$ cat src/rtl/servant_ram_arbiter.sv
// -----------------------------------------------------------------------------
// servant_ram_arbiter
//
// Shares one servant RAM Wishbone port between two masters:
//   master 0 - CPU data bus
//   master 1 - debug / loader bus
//
// Only one transaction is granted at a time. Ties go to the master that did
// not own the previous grant (round-robin), or always to master 0 when
// FIXED_PRIO is nonzero. Every grant is followed by a one-cycle release (REL)
// with the RAM cyc low. The RAM acks on cyc & !ack, so holding cyc high
// across two back-to-back grants would produce a false ack.
//
// A watchdog aborts a grant the RAM never acks. It sets a sticky o_timeout
// and never sends an ack to the stalled master.
//
// Parameters
//   AW          byte-address width of the RAM (word address is [AW-1:2])
//   FIXED_PRIO  0 = round-robin on ties, nonzero = master 0 wins ties
//   TIMEOUT     cycles in a BUS state without ack before abort (1..255)
//
// Ports
//   i_wb_clk, i_wb_rst_n          clock, asynchronous active-low reset
//   i_m0_* / o_m0_ack             master 0 request (adr/dat/sel/we/cyc) and ack
//   i_m1_* / o_m1_ack             master 1 request (adr/dat/sel/we/cyc) and ack
//   o_m_rdt                       RAM read data, broadcast to both masters
//   o_s_adr/dat/sel/we/cyc        request forwarded to the RAM
//   i_s_rdt, i_s_ack              RAM read data and ack
//   o_grant                       one-hot current owner {m1,m0}, 00 when idle
//   o_timeout                     sticky watchdog-abort flag, cleared by reset
// -----------------------------------------------------------------------------
module servant_ram_arbiter #(
    parameter int AW         = 8,
    parameter int FIXED_PRIO = 0,
    parameter int TIMEOUT    = 15
) (
    input  logic          i_wb_clk,
    input  logic          i_wb_rst_n,

    input  logic [AW-3:0] i_m0_adr,
    input  logic [31:0]   i_m0_dat,
    input  logic [3:0]    i_m0_sel,
    input  logic          i_m0_we,
    input  logic          i_m0_cyc,
    output logic          o_m0_ack,

    input  logic [AW-3:0] i_m1_adr,
    input  logic [31:0]   i_m1_dat,
    input  logic [3:0]    i_m1_sel,
    input  logic          i_m1_we,
    input  logic          i_m1_cyc,
    output logic          o_m1_ack,

    output logic [31:0]   o_m_rdt,

    output logic [AW-3:0] o_s_adr,
    output logic [31:0]   o_s_dat,
    output logic [3:0]    o_s_sel,
    output logic          o_s_we,
    output logic          o_s_cyc,
    input  logic [31:0]   i_s_rdt,
    input  logic          i_s_ack,

    output logic [1:0]    o_grant,
    output logic          o_timeout
);

    // The timer only ever reaches TIMEOUT-1 before the FSM leaves BUS,
    // so this width can never wrap.
    localparam int TW = $clog2(TIMEOUT + 1);
    localparam logic [TW-1:0] TIMER_LAST = TW'(TIMEOUT - 1);

    typedef enum logic [1:0] {
        IDLE = 2'd0,
        BUS0 = 2'd1,
        BUS1 = 2'd2,
        REL  = 2'd3
    } state_t;

    state_t        state;
    logic          last_owner;   // owner of the most recent grant (0 = m0, 1 = m1)
    logic [TW-1:0] timer;

    // cyc of whichever master currently owns the bus (0 outside BUS states)
    logic owner_cyc;
    assign owner_cyc = (state == BUS0) ? i_m0_cyc :
                       (state == BUS1) ? i_m1_cyc : 1'b0;

    // -------------------------------------------------------------------------
    // Arbitration FSM
    // -------------------------------------------------------------------------
    // NOTE: state registers use non-blocking assignments so every branch reads
    // the pre-edge values of state, timer and last_owner.
    always_ff @(posedge i_wb_clk or negedge i_wb_rst_n) begin
        if (!i_wb_rst_n) begin
            state      <= IDLE;
            last_owner <= 1'b1;      // makes master 0 win the first tie
            timer      <= '0;
            o_timeout  <= 1'b0;
        end else begin
            case (state)
                IDLE: begin
                    timer <= '0;
                    if (i_m0_cyc && i_m1_cyc) begin
                        // Tie: fixed priority favours m0, otherwise the
                        // master that did not own the last grant wins.
                        if (FIXED_PRIO != 0 || last_owner)
                            state <= BUS0;
                        else
                            state <= BUS1;
                    end else if (i_m0_cyc) begin
                        state <= BUS0;
                    end else if (i_m1_cyc) begin
                        state <= BUS1;
                    end
                end

                BUS0, BUS1: begin
                    // Ack takes precedence over both a cyc drop and timer
                    // expiry in the same cycle: the ack is forwarded and the
                    // watchdog flag stays clear.
                    if (i_s_ack || !owner_cyc) begin
                        state      <= REL;
                        last_owner <= (state == BUS1);
                    end else if (timer == TIMER_LAST) begin
                        state      <= REL;
                        last_owner <= (state == BUS1);
                        o_timeout  <= 1'b1;
                    end else begin
                        timer <= timer + 1'b1;
                    end
                end

                REL: begin
                    timer <= '0;
                    state <= IDLE;
                end

                default: begin
                    timer <= '0;
                    state <= IDLE;
                end
            endcase
        end
    end

    // -------------------------------------------------------------------------
    // Datapath mux and handshake routing
    // -------------------------------------------------------------------------
    // NOTE: every output of this block gets a default before the case, so no
    // path leaves a signal unassigned and no latch is inferred.
    always_comb begin
        o_s_adr  = '0;
        o_s_dat  = '0;
        o_s_sel  = '0;
        o_s_we   = 1'b0;
        o_s_cyc  = 1'b0;
        o_m0_ack = 1'b0;
        o_m1_ack = 1'b0;
        o_grant  = 2'b00;

        case (state)
            BUS0: begin
                o_s_adr  = i_m0_adr;
                o_s_dat  = i_m0_dat;
                o_s_sel  = i_m0_sel;
                o_s_we   = i_m0_we;
                o_s_cyc  = i_m0_cyc;
                o_m0_ack = i_s_ack;
                o_grant  = 2'b01;
            end
            BUS1: begin
                o_s_adr  = i_m1_adr;
                o_s_dat  = i_m1_dat;
                o_s_sel  = i_m1_sel;
                o_s_we   = i_m1_we;
                o_s_cyc  = i_m1_cyc;
                o_m1_ack = i_s_ack;
                o_grant  = 2'b10;
            end
            default: begin
                // IDLE and REL: RAM sees no request, masters see no ack.
            end
        endcase
    end

    // Read data is only meaningful alongside the owning master's ack.
    assign o_m_rdt = i_s_rdt;

endmodule

$ cat config.mk
export PLATFORM = sky130hd
export DESIGN_NAME = servant_ram_arbiter
export DESIGN_NICKNAME = d
export VERILOG_FILES = /design/src/rtl/servant_ram_arbiter.sv
export SDC_FILE = /design/constraint.sdc
export NUM_CORES = 1
export LEC_CHECK = 0
export BUFFER_PORTS_ARGS = -buffer_cell sky130_fd_sc_hd__buf_2
export CAP_MARGIN = 20
export CORE_AREA = 2 2 78 80
export DETAILED_ROUTE_END_ITERATION = 6
export DIE_AREA = 0 0 80 82
export MAX_ROUTING_LAYER = met4
export PLACE_DENSITY = 0.72
export SLEW_MARGIN = 15
export SYNTH_ARGS = -nofsm -noshare
export SYNTH_HDL_FRONTEND = slang
export SYNTH_SLANG_ARGS = --single-unit
$ cat constraint.sdc
create_clock -name i_wb_clk -period 1.95 [get_ports i_wb_clk]
set_input_delay 0.39 -clock i_wb_clk [delete_from_list [all_inputs] [get_ports i_wb_clk]]
set_output_delay 0.39 -clock i_wb_clk [all_outputs]
set_load 0.03 [all_outputs]
==> summary.md <==
The run finished with clean final reports. The tree is rooted in a sky130_fd_sc_hd__clkbuf_8. The net count of the finished layout is 436.

The level count of the clock H-tree was 1. In this run the standard cell core region covers 5750 um^2. STA classifies the critical path endpoint as a primary output. After the flow finishes, the layout carries non-filler instances totaling 379. The critical path goes through inv_2 > ha_4 > buf_8 > nor2b_2 > buf_6. For the worst-skew pair, the clock arrives at the later sink with an insertion delay of 240 ps.

The final period utilization was 0.996; the arrival time reported for the critical path endpoint was 1550 ps. The final max-slew violation count came out at 0. Die extent in y: 82 um.

The first TritonRoute pass finished after 4 iterations. For the leakage power, the log shows 1.34 nW. The die covers 6560 um^2. STA puts the critical path data required time at 1560 ps. The number of antenna violations at the first check in global routing is 0.

Yosys instantiated no cell more often than sky130_fd_sc_hd__nor2b_1. Max-cap violations in this run came to 0. Setup repair after global routing could not meet its margin everywhere. At the placement stage, the worst setup path has a slack of 72.5 ps. The run gives 0 ps as the summed negative setup slack over all endpoints.

Total half-perimeter wirelength after legalization and detailed placement: 4.15 mm. The number of violations reported at the end of detailed-routing iteration 0 came out at 50. For the post-route antenna net violation count, the log shows 0. The number of top-level pins came out at 204.

Routability-driven placement finished with a final weighted congestion of 0.763. Timing would allow up to 0.515 GHz. Synthesis produced 190 cells. TritonCTS built the clock tree.

The number of clock buffers added by TritonCTS is 3. For the distinct cell type count after synthesis, the log shows 33. Setup violations remaining at the end of the flow were counted as 0.

The worst setup path is of the reg -> out kind. Entering global routing, the biggest net connects 38 pins. The overall routing resource usage was 0.152. In the final routed layout, each cell accounts on average for 15.6 um. The fraction of layout instances using a drive strength above 1 is 0.783. The die is 80 um wide.

The starting utilization of the core area was 0.254; the via count of the first global-routing pass was 1,667. In this design, the largest share of critical-path delay is due to buffers and inverters. Yosys printed 0 warnings. The number of clock sinks seen by CTS is 8. By area the synthesized netlist is led by sky130_fd_sc_hd__a22oi_1 22%, sky130_fd_sc_hd__nor2b_1 19%, sky130_fd_sc_hd__buf_4 16%. The most used flip-flop cell after synthesis was sky130_fd_sc_hd__dfrtp_1.

Path category of the worst min-delay check: reg -> reg. In the routed layout, each cell is associated on average with a via count of 4.83. In the routed design, unresolved DRC markers number 0. The total power density per cell area came out at 2060 nW/um^2. The total of buffers placed on input and output ports is 139, and the highest net fanout along the worst path is 18.

Summing every instance area after synthesis gives 1460 um^2. The library cell with the largest summed area after synthesis was sky130_fd_sc_hd__a22oi_1. The run gives 365 as the number of placed instances, taps included.

When the netlist entered floorplanning its net count stood at 321. The sequential element share of the synthesized area came out at 0.138. The share of async-settable or async-resettable flops after synthesis was 1.00; the count of flip-flops with a built-in enable after synthesis was 0. The area growth from synthesis to layout is 94.5%.

The run gives 28 as the number of placement rows. STA classifies the critical path startpoint as a register. The biggest cell delay along the critical path came out at 380 ps. Headroom to the max-slew limit: 0.807. After clock tree synthesis, the clock-pin slew on the worst setup and hold paths is 50 ps. The area share of the largest cell type after synthesis came out at 0.221. The clock passes through at most 2 buffers. The largest vdd supply drop came out at 0.884 mV. At the pin with the least slew margin, the transition time is 288 ps.

The detailed router placed 1,831 vias in this run. The number of antenna diodes in the final layout is 0. The routed design could run at a clock period as short as 1940 ps. The total wire length after detailed routing was 5.93 mm; the aggregate global routing overflow was 0. The count of endpoints failing hold in the final timing report is 0.

Counting flops and latches in the post-synthesis netlist gives 8. The number of buffers and inverters on the critical path is 3. For this design, the slowest cell found on the critical path is sky130_fd_sc_hd__dfrtp_1. The worst path meets setup with 7.83 ps of slack. Counting instances in the post-synthesis netlist gives the leading cell types as 44 x sky130_fd_sc_hd__nor2b_1, 43 x sky130_fd_sc_hd__a22oi_1, 32 x sky130_fd_sc_hd__buf_4. The first global-routing pass estimated 7.80 mm of wire.

Each instance of the synthesized netlist takes up on average 7.69 um^2. The run gives 7.31 ps as the worst clock skew.
cells by family after synthesis:
| kind of cell | Yosys count | share of synthesized area |
|---|---|---|
| buf+inv | 52 | 0.221 |
| compound gates | 58 | 0.295 |
| fa+ha+maj | 8 | 0.0685 |
| simple gates | 62 | 0.264 |
| flops | 8 | 0.138 |
| mux | 1 | 0.00770 |
| xor+xnor | 1 | 0.00599 |
final timing paths:
check,start,to,slack [ps],cells after the start
worst max register to register,state[0],timer[3],60,7
min in group asynchronous,i_wb_rst_n,timer[0],520,2
max in group asynchronous,i_wb_rst_n,last_owner,1180,2
worst max-delay path,state[0],o_s_dat[4],8,5
worst min-delay path,o_timeout,o_timeout,460,1
worst min register to register,o_timeout,o_timeout,460,1
per-layer routing:
layer	up-vias	GRT usage	part of all wire
met5	-	-	0
met4	0	0.0695	0.026
met3	19	0.0330	0.072
met2	96	0.250	0.53
met1	845	0.179	0.37
li1	871	-	-
flip-flops by register name, summed over array words and instances (netlist names):
signal / flops
timer: 4
o_timeout: 1
last_owner: 1
state: 2
through the flow:
stage	hold slack (ps)	area [um^2]	util	total power, mW
floorplan	94.4	1580	-	3.10
global placement	241	2140	0.372	3.88
detailed placement	242	2140	0.372	3.94
CTS	472	2400	0.417	4.64
global route	503	2840	0.495	6.20
finish	464	2840	0.495	5.86
timing repair:
| item | in CTS | in global routing |
|---|---|---|
| pin swaps | 0 | 5 |
| gates resized for setup | 59 | 83 |
| buffers inserted | 2 | 4 |
| hold endpoints to repair | 7 | 0 |
| cloned | 0 | 3 |
| endpoints found under the setup margin | 46 | 46 |
| hold buffers | 1 | 0 |
layout make-up:
| type | count | area (um^2) |
|---|---|---|
| clock buffers | 4 | 45.0 |
| fillers | 533 | 2900 |
| inverters | 4 | 17.5 |
| multi-input cells | 130 | 1280 |
| flip-flops and latches | 8 | 203 |
| well taps | 75 | 93.8 |
| repair buffers | 158 | 1200 |
cell usage in the layout (no fill, tap or decap), types with 3 or more instances in the layout:
cell                       count
sky130_fd_sc_hd__ha_4          3
sky130_fd_sc_hd__dfrtp_1       6
sky130_fd_sc_hd__nor2b_2      29
sky130_fd_sc_hd__ha_1          5
sky130_fd_sc_hd__buf_12        4
sky130_fd_sc_hd__and2_1        4
sky130_fd_sc_hd__buf_4        14
sky130_fd_sc_hd__a22oi_2      23
sky130_fd_sc_hd__nand2_1       5
sky130_fd_sc_hd__buf_8         3
sky130_fd_sc_hd__buf_6        39
sky130_fd_sc_hd__clkbuf_8      3
sky130_fd_sc_hd__buf_2        95
sky130_fd_sc_hd__a21oi_1       3
sky130_fd_sc_hd__a22oi_1      20
sky130_fd_sc_hd__nor2b_4      14
power by group:
part           internal (mW)  total, mW  leakage, nW  switching [mW]
sequential             0.219      0.264        0.103          0.0454
clock                  0.143      0.221       0.0228          0.0779
combinational           2.72       5.38         1.21            2.66
(Power assumes the default switching activity.)
